<file path="config.mk">
export PLATFORM = sky130hd
export DESIGN_NAME = keypad_matrix_emulator
export DESIGN_NICKNAME = d
export VERILOG_FILES = /design/src/rtl/keypad_matrix_emulator_pkg.sv /design/src/rtl/keypad_matrix_emulator_bounce.sv /design/src/rtl/keypad_matrix_emulator.sv
export SDC_FILE = /design/constraint.sdc
export NUM_CORES = 1
export LEC_CHECK = 0
export CORE_AREA = 2 2 61 63
export CTS_CLUSTER_SIZE = 10
export DETAILED_ROUTE_END_ITERATION = 8
export DIE_AREA = 0 0 63 65
export GPL_TIMING_DRIVEN = 0
export PLACE_DENSITY = 0.76
export SYNTH_ARGS = -nofsm -noshare
export SYNTH_HDL_FRONTEND = slang
export SYNTH_SLANG_ARGS = --single-unit
</file>
<file path="constraint.sdc">
create_clock -name clk -period 2.4 [get_ports clk]
set_clock_uncertainty 0.05 [all_clocks]
set_input_delay 0.36 -clock clk [delete_from_list [all_inputs] [get_ports clk]]
set_output_delay 0.36 -clock clk [all_outputs]
set_load 0.03 [all_outputs]
</file>
<file path="src/rtl/keypad_matrix_emulator_pkg.sv">
// ============================================================================
// keypad_pkg
// Shared types and helpers for the 4x4 matrix-keypad emulator.
//   key_pos_t   : column/row position of a key on the matrix
//   emu_state_t : emulator sequencing states
//   FIL_IDLE    : row lines with no key pressed (active-low, all released)
//   COL_NONE    : column drive with no column selected
//   key_to_pos  : hex key code -> matrix position
// ============================================================================
package keypad_pkg;

    typedef struct packed {
        logic [1:0] c;
        logic [1:0] r;
    } key_pos_t;

    typedef enum logic [1:0] {
        IDLE  = 2'd0,
        ARM   = 2'd1,
        PRESS = 2'd2,
        GAP   = 2'd3
    } emu_state_t;

    localparam logic [3:0] FIL_IDLE = 4'b1111;
    localparam logic [3:0] COL_NONE = 4'b1111;

    // Physical layout: row 3 is the "1 2 3 A" row, row 0 is "E F D 0".
    function automatic key_pos_t key_to_pos(input logic [3:0] code);
        key_pos_t pos;
        case (code)
            4'h1:    pos = '{c: 2'd0, r: 2'd3};
            4'h2:    pos = '{c: 2'd1, r: 2'd3};
            4'h3:    pos = '{c: 2'd2, r: 2'd3};
            4'hA:    pos = '{c: 2'd3, r: 2'd3};
            4'h4:    pos = '{c: 2'd0, r: 2'd2};
            4'h5:    pos = '{c: 2'd1, r: 2'd2};
            4'h6:    pos = '{c: 2'd2, r: 2'd2};
            4'hB:    pos = '{c: 2'd3, r: 2'd2};
            4'h7:    pos = '{c: 2'd0, r: 2'd1};
            4'h8:    pos = '{c: 2'd1, r: 2'd1};
            4'h9:    pos = '{c: 2'd2, r: 2'd1};
            4'hC:    pos = '{c: 2'd3, r: 2'd1};
            4'hE:    pos = '{c: 2'd0, r: 2'd0};
            4'hF:    pos = '{c: 2'd1, r: 2'd0};
            4'hD:    pos = '{c: 2'd2, r: 2'd0};
            default: pos = '{c: 2'd3, r: 2'd0};   // key 0
        endcase
        return pos;
    endfunction

endpackage

</file>
<file path="src/rtl/keypad_matrix_emulator_bounce.sv">
// ============================================================================
// keypad_emu_bounce
// Contact-bounce gate for the start of a key press. The gate opens and closes
// every BOUNCE_PERIOD row updates, starting closed, for the first
// BOUNCE_CYCLES updates of a press; afterwards it stays closed.
// Ports:
//   clk, rst  : clock, asynchronous active-high reset
//   i_start   : the cycle the press begins (row update index 0)
//   i_run     : press in progress (row updates index 1, 2, ...)
//   o_open    : 1 = contact forced open for the current row update
// ============================================================================
module keypad_emu_bounce #(
    parameter int BOUNCE_CYCLES = 64,
    parameter int BOUNCE_PERIOD = 4
) (
    input  logic clk,
    input  logic rst,
    input  logic i_start,
    input  logic i_run,
    output logic o_open
);

    localparam int WIN_W = (BOUNCE_CYCLES > 0) ? $clog2(BOUNCE_CYCLES + 1) : 1;
    localparam int PH_W  = $clog2(BOUNCE_PERIOD + 1);
    localparam logic [WIN_W-1:0] WIN_END = WIN_W'(BOUNCE_CYCLES);
    localparam logic [PH_W-1:0]  PH_LAST = PH_W'(BOUNCE_PERIOD - 1);

    // Registers describe the update index that the next edge will produce.
    logic [WIN_W-1:0] r_win;
    logic [PH_W-1:0]  r_phase;
    logic             r_open;

    always_ff @(posedge clk or posedge rst) begin
        if (rst) begin
            r_win   <= '0;
            r_phase <= '0;
            r_open  <= 1'b0;
        end else if (i_start) begin
            // Index 0 is always closed; preload the state of index 1.
            r_win <= WIN_W'(1);
            if (BOUNCE_PERIOD == 1) begin
                r_phase <= '0;
                r_open  <= 1'b1;
            end else begin
                r_phase <= PH_W'(1);
                r_open  <= 1'b0;
            end
        end else if (i_run) begin
            if (r_win < WIN_END) begin
                r_win <= r_win + 1'b1;
            end
            if (r_phase == PH_LAST) begin
                r_phase <= '0;
                r_open  <= ~r_open;
            end else begin
                r_phase <= r_phase + 1'b1;
            end
        end
    end

    assign o_open = i_run && (r_win < WIN_END) && r_open;

endmodule

</file>
<file path="src/rtl/keypad_matrix_emulator.sv">
// ============================================================================
// keypad_matrix_emulator
// Plays the keypad side of a 4x4 matrix scanner. A hex key accepted over
// key_valid/key_ready is "pressed" once the scanner selects its column: the
// matching row follows that column for PRESS_CYCLES cycles, then all rows are
// released for GAP_CYCLES before the next key is taken.
// Optional build macro: KEYPAD_EMU_BOUNCE_EN adds contact bounce at the start
// of each press (keypad_emu_bounce).
// Ports:
//   clk, rst    : clock, asynchronous active-high reset
//   col[3:0]    : scanner column drive, active-low
//   fil[3:0]    : row lines back to the scanner, active-low, registered
//   key_valid   : key request valid
//   key_code    : hex key to press
//   key_ready   : high only while idle
//   busy        : high while not idle
//   done        : one-cycle pulse when the release gap completes
//   timeout_err : one-cycle pulse when the column never showed up
// ============================================================================
module keypad_matrix_emulator
    import keypad_pkg::*;
#(
    parameter int PRESS_CYCLES  = 3000,
    parameter int GAP_CYCLES    = 3000,
    parameter int ARM_TIMEOUT   = 65535,
    parameter int BOUNCE_CYCLES = 64,
    parameter int BOUNCE_PERIOD = 4
) (
    input  logic       clk,
    input  logic       rst,
    input  logic [3:0] col,
    output logic [3:0] fil,
    input  logic       key_valid,
    input  logic [3:0] key_code,
    output logic       key_ready,
    output logic       busy,
    output logic       done,
    output logic       timeout_err
);

    localparam int MAX_PG  = (PRESS_CYCLES > GAP_CYCLES) ? PRESS_CYCLES : GAP_CYCLES;
    localparam int MAX_CYC = (MAX_PG > ARM_TIMEOUT) ? MAX_PG : ARM_TIMEOUT;
    localparam int CNT_W   = $clog2(MAX_CYC + 1);
    localparam logic [CNT_W-1:0] PRESS_LAST = CNT_W'(PRESS_CYCLES - 1);
    localparam logic [CNT_W-1:0] GAP_LAST   = CNT_W'(GAP_CYCLES - 1);
    localparam logic [CNT_W-1:0] ARM_LAST   = CNT_W'(ARM_TIMEOUT - 1);

    generate
        if (PRESS_CYCLES < 1 || GAP_CYCLES < 1 || ARM_TIMEOUT < 1 ||
            BOUNCE_CYCLES < 0 || BOUNCE_PERIOD < 1) begin : g_bad_params
            $error("keypad_matrix_emulator: cycle parameters out of range");
        end
    endgenerate

    emu_state_t       r_state;
    logic [CNT_W-1:0] r_cnt;
    key_pos_t         r_tgt;
    logic [3:0]       r_fil;
    logic             r_key_ready;
    logic             r_busy;
    logic             r_done;
    logic             r_terr;

    logic [3:0] w_col_mask;
    logic       w_col_hit;
    logic       w_open;
    logic       w_contact;
    logic [3:0] w_press_fil;
    logic       w_bounce_start;
    logic       w_bounce_run;

    // Target column is selected when it is low once every other column is
    // masked to "not selected".
    assign w_col_mask = 4'b0001 << r_tgt.c;
    assign w_col_hit  = ((col | ~w_col_mask) != COL_NONE);

    assign w_bounce_start = (r_state == ARM) && w_col_hit;
    assign w_bounce_run   = (r_state == PRESS);

`ifdef KEYPAD_EMU_BOUNCE_EN
    keypad_emu_bounce #(
        .BOUNCE_CYCLES (BOUNCE_CYCLES),
        .BOUNCE_PERIOD (BOUNCE_PERIOD)
    ) u_bounce (
        .clk     (clk),
        .rst     (rst),
        .i_start (w_bounce_start),
        .i_run   (w_bounce_run),
        .o_open  (w_open)
    );
`else
    assign w_open = 1'b0;
`endif

    // The pressed row follows only the target column, whatever else is low.
    assign w_contact = col[r_tgt.c] | w_open;

    always_comb begin
        w_press_fil          = FIL_IDLE;
        w_press_fil[r_tgt.r] = w_contact;
    end

    // Outputs are written for the state being entered, so fil is low for
    // exactly PRESS_CYCLES cycles and released throughout the gap.
    always_ff @(posedge clk or posedge rst) begin
        if (rst) begin
            r_state     <= IDLE;
            r_cnt       <= '0;
            r_tgt       <= '0;
            r_fil       <= FIL_IDLE;
            r_key_ready <= 1'b0;
            r_busy      <= 1'b0;
            r_done      <= 1'b0;
            r_terr      <= 1'b0;
        end else begin
            r_done <= 1'b0;
            r_terr <= 1'b0;
            case (r_state)
                IDLE: begin
                    r_fil       <= FIL_IDLE;
                    r_key_ready <= 1'b1;
                    r_busy      <= 1'b0;
                    if (key_valid && r_key_ready) begin
                        r_tgt       <= key_to_pos(key_code);
                        r_cnt       <= '0;
                        r_state     <= ARM;
                        r_key_ready <= 1'b0;
                        r_busy      <= 1'b1;
                    end
                end
                ARM: begin
                    if (w_col_hit) begin
                        r_state <= PRESS;
                        r_cnt   <= '0;
                        r_fil   <= w_press_fil;
                    end else if (r_cnt == ARM_LAST) begin
                        r_state     <= IDLE;
                        r_cnt       <= '0;
                        r_terr      <= 1'b1;
                        r_key_ready <= 1'b1;
                        r_busy      <= 1'b0;
                        r_fil       <= FIL_IDLE;
                    end else begin
                        r_cnt <= r_cnt + 1'b1;
                        r_fil <= FIL_IDLE;
                    end
                end
                PRESS: begin
                    if (r_cnt == PRESS_LAST) begin
                        r_state <= GAP;
                        r_cnt   <= '0;
                        r_fil   <= FIL_IDLE;
                    end else begin
                        r_cnt <= r_cnt + 1'b1;
                        r_fil <= w_press_fil;
                    end
                end
                default: begin  // GAP
                    r_fil <= FIL_IDLE;
                    if (r_cnt == GAP_LAST) begin
                        r_state     <= IDLE;
                        r_cnt       <= '0;
                        r_done      <= 1'b1;
                        r_key_ready <= 1'b1;
                        r_busy      <= 1'b0;
                    end else begin
                        r_cnt <= r_cnt + 1'b1;
                    end
                end
            endcase
        end
    end

    assign fil         = r_fil;
    assign key_ready   = r_key_ready;
    assign busy        = r_busy;
    assign done        = r_done;
    assign timeout_err = r_terr;

endmodule
</file>
== Yosys cells after proc, flatten, opt, wreduce, memory -nomap -nowiden ==
Memories as Yosys holds them, arrays and structs flattened. A register that Yosys moved wholly into a read port is not among the register bits.
Cells that the tools add are included.

* ROM bits: 64
* Word-level logic and storage cells: 69
* Memories: 1
* Input bits: 11
* Register bits: 26

* Mux-type cells: 33
* Shift operators: 1
* Equality and inequality tests: 10
* Reduce and logical (&&, ||, !) cells: 8
* Add/sub/neg operators: 1
* Magnitude comparators: 3
* Bitwise gates (word level): 5

{| class="wikitable"
|+ Memories
! memory !! depth !! bits a word !! read ports !! clocked after memory_dff !! write ports !! RTL line !! source
|-
| (name not given) || 16 || 4 || 1 || 1 || 0 || keypad_matrix_emulator_pkg.sv:30 || <nowiki>case (code)</nowiki>
|}

{| class="wikitable"
|+ Operators by type and width
! kind !! number
|-
| 2-to-1 mux 16 bit || 4
|-
| one-hot mux 16 bit (2 select lines) || 1
|-
| adder 16 x 1 -> 16 bit, second input constant || 1
|-
| equality test 16 x 12 -> 1 bit, second input constant || 1
|-
| equality test 16 bit, second input constant || 1
|-
| 2-to-1 mux 1 bit || 15
|-
| 2-to-1 mux 2 bit || 5
|-
| 2-to-1 mux 4 bit || 2
|-
| NOT 4 bit || 2
|-
| OR 4 bit || 2
|-
| one-hot mux 4 bit (2 select lines) || 1
|-
| AND reduction 4 bit || 2
|-
| less-than comparator 2 x 3 -> 1 bit, second input constant || 2
|-
| one-hot mux 1 bit (3 select lines) || 2
|-
| one-hot mux 2 bit (3 select lines) || 1
|-
| != test 2 x 1 -> 1 bit, second input constant || 2
|-
| != test 2 bit, second input constant || 2
|-
| != test 4 bit, second input constant || 1
|-
| left shift 1 x 2 -> 4 bit, first input constant || 1
|-
| != test 3 x 2 -> 1 bit, second input constant || 1
|-
| nonzero test 3 bit || 1
|-
| OR reduction 3 bit || 1
|-
| binary-select mux 1 bit (select 2 bit) || 1
|-
| demux 1 bit (select 2 bit) || 1
|-
| other kinds (7) || 8
|}

== Depth between registers and ports, before layout ==
Gate-level depths: netlist of run 1.

* Depth in word-level cells: 8
* Depth in mapped cells: 8
* Gate-level depth less buffers: 7

== Least setup slack after synthesis of run 1 ==
Ideal clock, no wire load.

* Path type: register to register
* Start point: register r_state[0]
* End point: register r_cnt[14]
* Setup time: 119 ps
* Arrival: 1,720 ps
* Period minus slack after synthesis: 1,888 ps
* Slack: 512 ps
* Path buffers: 0
* Stages on the path, launching flop included: 8
* Path through: dfrtp_1 > inv_1 > ha_1 > a21boi_1 > or4b_4 > nor2_2 > xnor2_1 > nor2_1

* Longest elaborated chain between the ends: 2
* Elaborated cells between the ends (all ways): 4
* Those cells by class: 2 x eq/ne; 1 x mux; 1 x reduce/logical

{| class="wikitable"
|+ RTL lines
! element !! RTL line !! source
|-
| start: declaration || keypad_matrix_emulator.sv:55 || <nowiki>emu_state_t r_state;</nowiki>
|-
| start signal: assignment || keypad_matrix_emulator.sv:107 || <nowiki>r_state <= IDLE;</nowiki>
|-
| start signal: assignment || keypad_matrix_emulator.sv:126 || <nowiki>r_state <= ARM;</nowiki>
|-
| start signal: assignment || keypad_matrix_emulator.sv:133 || <nowiki>r_state <= PRESS;</nowiki>
|-
| equality test 2 x 1 -> 1 bit or logical NOT 2 bit (tied branches) || keypad_matrix_emulator.sv:118 || <nowiki>case (r_state)</nowiki>
|-
| one-hot mux 16 bit (2 select lines) or != test 2 bit (tied branches) || - ||
|-
| end signal: assignment || keypad_matrix_emulator.sv:144 || <nowiki>r_cnt <= r_cnt + 1'b1;</nowiki>
|-
| end signal: assignment || keypad_matrix_emulator.sv:154 || <nowiki>r_cnt <= r_cnt + 1'b1;</nowiki>
|-
| end signal: assignment || keypad_matrix_emulator.sv:167 || <nowiki>r_cnt <= r_cnt + 1'b1;</nowiki>
|-
| end: declaration || keypad_matrix_emulator.sv:56 || <nowiki>logic [CNT_W-1:0] r_cnt;</nowiki>
|}

Several ways; a longest one is shown, not always the timed one.
A chain may end at the register's enable or synchronous reset.

== Final worst setup path of run 1 ==
* Start point: register r_state[0]
* End point: register r_cnt[12]

The elaborated chain is that of the path after synthesis.

==> results.md, run 1 <==
- FF-to-FF End: r_cnt[12]$_DFFE_PP0N_
- Critical path origin: r_state[0]$_DFFE_PP0P_
- Slew @ Worst Pin: 1119 ps
- Worst path bufs/invs: 1
- Combinational power share: 45.9%
- Final setup vio count: 0
- Min-Delay Path Class: register to register
- YS warnings: 0
- Worst Setup Start Kind: register
- Wirelength, routed: 3625 microns
- Hold Vio Cnt, Final: 0
- Initial antenna violation count: 0
- Number of DRC markers after the initial detailed-route iteration: 49
- Setup TNS: 0 ps
- Peak per-stage delay on the critical path: 610 ps
- PostCTS Resize Cnt: 0
- Routability cong.: 0.7948
- Final worst-path cycle share: 86.76%
- Top Layer Used: met4
- Drt via density: 5.570
- Die Y-Extent: 65 microns
- Worst path depth: 7
- Vias in the first global route: 1,420
- CP Max Fanout: 8
- Share of layout cells above drive strength 1: 12.38%
- Reg power frac: 39.4%
- Post-synth top flop: dfrtp_1
- Clock power share: 14.7%
- Final Max Tran Viols: 0
- Antenna Nets Post-Route: 0
- Flop2flop setup slack: 320 ps
- Synth Register Bits: 30
- Finished Layout Cells: 258
- Maxcap violations: 0
- Post-CTS Setup Repair Bufs: 0
- Root Buffer: clkbuf_4
- Core Area: 3496 sq um
- Switch Pwr: 0.8079 mW
- Clock Path Buffers: 2
- Netlist cell types: 42
- Setup crit end: r_cnt[12]$_DFFE_PP0N_
- Synth area leader: dfrtp_1
- Async SR Flop Fraction: 100.0%
- Worst-Skew Late Latency: 320 ps
- Aggregate global routing overflow: 0
- First-pass iteration count of the detailed router: 4
- Die W: 63 microns
- Share of the synthesized area in the top cell type: 35.67%
- Switch share: 42.27%
- GRT Total Usage: 18.99%
- TritonCTS Buffers: 5
- DRC Markers: 0
- Final Core Density: 60.16%
- Drt wl/cell: 14.05 microns
- Worst EP arrival: 2250 ps
- Achievable Freq: 0.4802 GHz
- Std-Cell Rows: 22
- H-tree Lvls: 2
- Power Internal: 1.103 mW
- Reg clk slew, reported paths: 90 ps
- Mapped Nets: 209
- CP max stage cell: or4b_4
- Port buffer count: 17
- CTS Hold Buffers Added: 0
- Synth Cell Area: 1824 sq um
- Most instantiated library cell after synthesis: dfrtp_1
- Nets: 233
- I/O pins: 19
- Number of fillers in the final layout: 318
- CP Data Required Time: 2560 ps
- # placed instances: 250
- CP endpoint kind: register
- Post-synth top cells: dfrtp_1, nor2_1, nand2_1, o21ai_0, ha_1
- Crit path time final: 2082 ps
- R2R cell count: 7
- Routed via count: 1,437
- CTS tree: yes
- Static Leak: 0.9395 nW
- Syn Inst Count: 185
- Post-synthesis average cell area: 9.861 sq um
- Post-detail-place hpwl: 2732 microns
- Met3 WL: 126 microns
- Run status: completed
- Sink Count: 30
- Routed wl met2: 1803 microns
- Pin count of the biggest net entering global routing: 31
- Top post-synthesis cells by area: dfrtp_1, ha_1, dfstp_2, o21ai_0, nor2_1
- RSZ-0062 raised after global routing: false
- PwrDens: 908.7 nW/um^2
- WL met1: 1637 microns
- Diode count: 0
- Full die area: 4095 sq um
- Delay-heaviest family, CP: simple AND/OR/NAND/NOR gates
- First-pass GRT wire length: 6120 microns
- Fraction of the yosys area taken by sequential cells: 41.43%
- Kind of critical path: register to register
- Post-synth EDFFs: 0
- Worst path cell trace: inv_1 > ha_1 > a21boi_1 > or4b_4 > nor2_2 > xnor2_1 > nor2_1
- FF-to-FF Start: r_state[0]$_DFFE_PP0P_
- Area grow syn2layout: 15.30%
- Max IR drop VDD: 706.7 uV
- Slew HR: 25.34%
- Starting Density: 52.18%
worst reg2reg max path, delay by kind of cell, from the launching register on:
family / cells / cell delay [ps]
xor+xnor: 1 / 120
fa+ha+maj: 1 / 290
simple gates: 3 / 780
compound gates: 1 / 220
buf+inv: 1 / 100
flops: 1 / 420
worst min path at each step:
stage / startpoint / end / slack (ps) / cells after the start
after floorplan: rst / busy$_DFFE_PP0P_ / 400 / 1
after detailed placement: r_tgt[3]$_DFFE_PP0P_ / r_tgt[3]$_DFFE_PP0P_ / 490 / 2
after global placement: r_tgt[0]$_DFFE_PP0P_ / r_tgt[0]$_DFFE_PP0P_ / 480 / 2
final: r_tgt[3]$_DFFE_PP0P_ / r_tgt[3]$_DFFE_PP0P_ / 500 / 2
after CTS: r_tgt[3]$_DFFE_PP0P_ / r_tgt[3]$_DFFE_PP0P_ / 510 / 2
after global routing: r_tgt[3]$_DFFE_PP0P_ / r_tgt[3]$_DFFE_PP0P_ / 520 / 2
layout make-up:
cell class / instances / area, sq um / area share (%)
inverter: 11 / 41.29 / 1.963
buffer: 2 / 11.26 / 0.5354
multi-input combinational: 142 / 1016 / 48.30
clock buffer: 8 / 48.80 / 2.320
sequential: 30 / 755.7 / 35.93
timing repair buffer: 17 / 170.2 / 8.090
tap: 48 / 60.06 / 2.855
layer usage:
layer,vias to the layer above,global-route usage (%)
met3,6,3.819
met4,0,8.056
met2,27,32.71
li1,705,-
met5,-,0
met1,699,23.15
power groups by stage:
| stage | logic [mW] | clock network, mW | registers (mW) |
|---|---|---|---|
| after floorplan | 0.549 | 0 | 0.821 |
| after global placement | 0.849 | 0 | 0.747 |
| after detailed placement | 0.876 | 0 | 0.758 |
| after CTS | 0.884 | 0.286 | 0.753 |
| after global routing | 0.967 | 0.312 | 0.768 |
| final | 0.878 | 0.280 | 0.753 |
cell usage in the layout (no fill, tap or decap), drive strengths merged, types with 2 or more instances in the layout:
master | netlist | layout
nand3 | 3 | 3
ha | 13 | 13
inv | 11 | 11
clkdlybuf4s50 | 0 | 17
xor2 | 8 | 8
nor4b | 3 | 3
and2 | 2 | 2
nand2b | 2 | 2
dfstp | 4 | 4
o21ai | 18 | 18
o31ai | 3 | 3
nand4 | 7 | 7
nor4 | 4 | 4
a21oi | 3 | 3
mux2i | 5 | 5
and4 | 3 | 3
nor2 | 26 | 26
nand2 | 19 | 19
xnor2 | 5 | 5
dfrtp | 26 | 26
o211ai | 2 | 2
nor3 | 4 | 4
mux4 | 2 | 2
clkbuf | 1 | 9
flip-flops by register name, summed over array words and instances, names as in the netlist:
register	cells
r_state	2
busy	1
r_cnt	16
r_tgt	4
timeout_err	1
key_ready	1
done	1
fil	4
through the flow:
step | worst slack (ps) | instance area (sq um) | total power, mW | hold slack [ps]
after floorplan | 511.7 | 1824 | 1.370 | 397.8
after global placement | 286.1 | 2054 | 1.596 | 482.3
after detailed placement | 263.8 | 2054 | 1.634 | 489.5
after CTS | 309.1 | 2103 | 1.923 | 508.9
after global routing | 190.1 | 2103 | 2.047 | 525.0
final | 317.7 | 2103 | 1.911 | 499.6
logic make-up after synthesis:
logic type,Yosys count,synth area share [%]
fa+ha+maj,13,8.917
buf+inv,13,2.881
compound gates,33,11.32
mux,7,5.213
simple gates,76,24.01
flops,30,41.43
xor+xnor,13,6.241
Note: power is estimated with default switching activity, not from simulation.
==> run 2, diff against run 1 <==
==> constraint.sdc (replaced) <==
create_clock -name clk -period 2.35 [get_ports clk]
set_clock_uncertainty 0.05 [all_clocks]
set_input_delay 0.3525 -clock clk [delete_from_list [all_inputs] [get_ports clk]]
set_output_delay 0.3525 -clock clk [all_outputs]
set_load 0.03 [all_outputs]
==> results of run 2 <==
Same layout as run 1 (identical final DEF). Status: completed.
Among the figures that moved: setup slack after placement 263.8 ps -> 221.3 ps; setup slack after layout 317.7 ps -> 267.7 ps; register-to-register setup slack 320 ps -> 270 ps; total power 1.911 mW -> 1.952 mW; worst IR drop on VDD 706.7 uV -> 721.8 uV
==> run 3, diff against run 2 <==
--- a/config.mk
+++ b/config.mk
@@ -10,6 +10,7 @@
 export DETAILED_ROUTE_END_ITERATION = 8
 export DIE_AREA = 0 0 63 65
 export GPL_TIMING_DRIVEN = 0
+export MAX_ROUTING_LAYER = met4
 export PLACE_DENSITY = 0.76
 export SYNTH_ARGS = -nofsm -noshare
 export SYNTH_HDL_FRONTEND = slang
==> constraint.sdc (replaced) <==
create_clock -name clk -period 2 [get_ports clk]
set_clock_uncertainty 0.05 [all_clocks]
set_input_delay 0.3 -clock clk [delete_from_list [all_inputs] [get_ports clk]]
set_output_delay 0.3 -clock clk [all_outputs]
set_load 0.03 [all_outputs]
==> run 3 against run 2 <==
Non-clock buffer count rose by 2. Flip-flop and latch count did not move. Highest routed layer unchanged. Sequential share of layout area fell by 0.79 points.
==> results.md, run 3 (synthesis results as in run 1) <==
- Run status: completed
- Achievable Freq: 0.5289 GHz (+10%)
- Most common cell after layout, fill and taps aside: dfrtp_1
- CP Max Fanout: 8 (unchanged)
- Final setup vio count: 0 (unchanged)
- Drt wl/cell: 14.33 microns (+2.0%)
- Cell area after layout: 2151 sq um (+2.3%)
- Post-detail-place hpwl: 2732 microns (unchanged)
- Maxcap violations: 0 (unchanged)
- Sink Count: 30 (unchanged)
- PwrDens: 1099 nW/um^2
- Final Max Tran Viols: 0 (unchanged)
- Die W: 63 microns (unchanged)
- Min-Delay Path Class: primary input to register
- RSZ-0062 raised after global routing: true
- Max reg flops: 16 (unchanged)
- Port buffer count: 17 (unchanged)
- Aggregate global routing overflow: 0 (unchanged)
- Pin count of the biggest net entering global routing: 31 (unchanged)
- Finished Layout Cells: 260 (+0.78%)
- CP endpoint kind: register
- Slew HR: 26.17% (+0.83 points)
- Root Buffer: clkbuf_4
- Routed via count: 1,443 (+0.42%)
- Core Area: 3496 sq um (unchanged)
- Nets: 235 (+0.86%)
- Max IR drop VDD: 905.7 uV
- FF-to-FF Start: r_state[0]$_DFFE_PP0P_
- CTS tree: yes
- Crit path time final: 1891 ps
- # placed instances: 250 (unchanged)
- Most frequent cells in the layout: dfrtp_1, nor2_1, nand2_1
- Clock Path Buffers: 2 (unchanged)
- Die Y-Extent: 65 microns (unchanged)
- Vias in the first global route: 1,426 (+0.42%)
- Antenna Nets Post-Route: 0 (unchanged)
- Diode count: 0 (unchanged)
- Final worst-path cycle share: 94.54%
- First-pass GRT wire length: 6154 microns (+0.56%)
- Drt via density: 5.550 (-0.35%)
- Full die area: 4095 sq um (unchanged)
- DRC Markers: 0 (unchanged)
- Number of DRC markers after the initial detailed-route iteration: 62 (+27%)
- Top reg by flops: r_cnt
- Power after layout: 2.364 mW
- Setup TNS: 0 ps (unchanged)
- CP max stage cell: or4b_4
- Initial antenna violation count: 0 (unchanged)
- Critical path origin: r_state[0]$_DFFE_PP0P_
- Worst EP arrival: 2060 ps (-190 ps)
- Std-Cell Rows: 22 (unchanged)
- Routability cong.: 0.8061 (+1.4%)
- Wirelength, routed: 3725 microns (+2.8%)
- Starting Density: 52.18% (unchanged)
- Worst Setup Start Kind: register
- Hold Vio Cnt, Final: 0 (unchanged)
- Number of fillers in the final layout: 314 (-1.3%)
- H-tree Lvls: 2 (unchanged)
- Slew @ Worst Pin: 1106 ps (-12.39 ps)
- TritonCTS Buffers: 5 (unchanged)
- First-pass iteration count of the detailed router: 4 (unchanged)
- CTS Hold Buffers Added: 0 (unchanged)
- GRT Total Usage: 19.67% (+0.68 points)
- I/O pins: 19 (unchanged)
- Area grow syn2layout: 17.90%
- Share of layout cells above drive strength 1: 16.98% (+4.6 points)
- Final Core Density: 61.52% (+1.4 points)
- Placed inst area: 2054 sq um (unchanged)
- Peak per-stage delay on the critical path: 540 ps (-70 ps)
- Hold Crit Start: key_code[3]
- CP Data Required Time: 2170 ps
- Worst-Skew Late Latency: 330 ps (about the same)
- Worst path cell trace: inv_1 > ha_2 > a21boi_2 > or4b_4 > nor2_2 > xnor2_1 > nor2_1
- Static Leak: 0.9461 nW (+0.70%)
- Reg clk slew, reported paths: 100 ps (about the same)
- Kind of critical path: register to register
## run 3: cell count changes in the layout (fill, tap and decap cells not counted), sizes merged
cell	previous run	this run
buf	1	3
## run 3: path summary, 6_finish.rpt
| kind | end | slack [ps] | cells past startpoint |
|---|---|---|---|
| worst max-delay path | r_cnt[12]$_DFFE_PP0N_ | 110 | 7 |
| worst min-delay path | r_tgt[3]$_DFFE_PP0P_ | 450 | 3 |
| max in group asynchronous | r_cnt[4]$_DFFE_PP0N_ | 730 | 2 |
| min in group asynchronous | r_tgt[1]$_DFFE_PP0P_ | 500 | 2 |
| worst min register to register | r_tgt[3]$_DFFE_PP0P_ | 500 | 2 |
| worst max register to register | r_cnt[12]$_DFFE_PP0N_ | 110 | 7 |
## run 3: what timing repair did
item,4_1_cts,5_1_grt
setup buffers,2,0
gates resized for setup,1,7
pin swaps,0,1
endpoints found under the setup margin,7,15
## run 3: report_power, final
part	switching (mW)	internal [mW]	total (mW)
Combinational	0.672	0.455	1.13
Clock	0.203	0.140	0.343
Sequential	0.124	0.770	0.894
Total	0.999	1.36	2.36
## run 3: final cells by class
type | count | area [sq um] | area share [%]
Multi-Input combinational cell | 142 | 1049 | 48.75
Sequential cell | 30 | 755.7 | 35.14
Timing Repair Buffer | 19 | 185.2 | 8.610
Tap cell | 48 | 60.06 | 2.792
Clock buffer | 8 | 48.80 | 2.269
Inverter | 11 | 41.29 | 1.920
Buffer | 2 | 11.26 | 0.5236
## run 3: per-stage QoR
stage,hold WS [ps],setup WS (ps)
floorplan,337.8,111.7
global placement,482.3,-53.93
detailed placement,489.5,-76.16
CTS,449.4,55.07
global route,487.2,-7.493
finish,449.9,109.2
## run 3: critical path: cells and delay by family (launching register included)
family          cells  cell delay [ps]
flops               1              370
compound gates      1              210
buf+inv             1               80
fa+ha+maj           1              240
simple gates        3              710
xor+xnor            1              120
## run 3: routing by layer
layer | up-vias | track usage, % | share of wire, %
met4 | 0 | 7.500 | 1.1
met1 | 703 | 22.93 | 45
met3 | 5 | 4.167 | 3.3
li1 | 704 | - | -
met2 | 31 | 33.51 | 50
met5 | - | - | 0
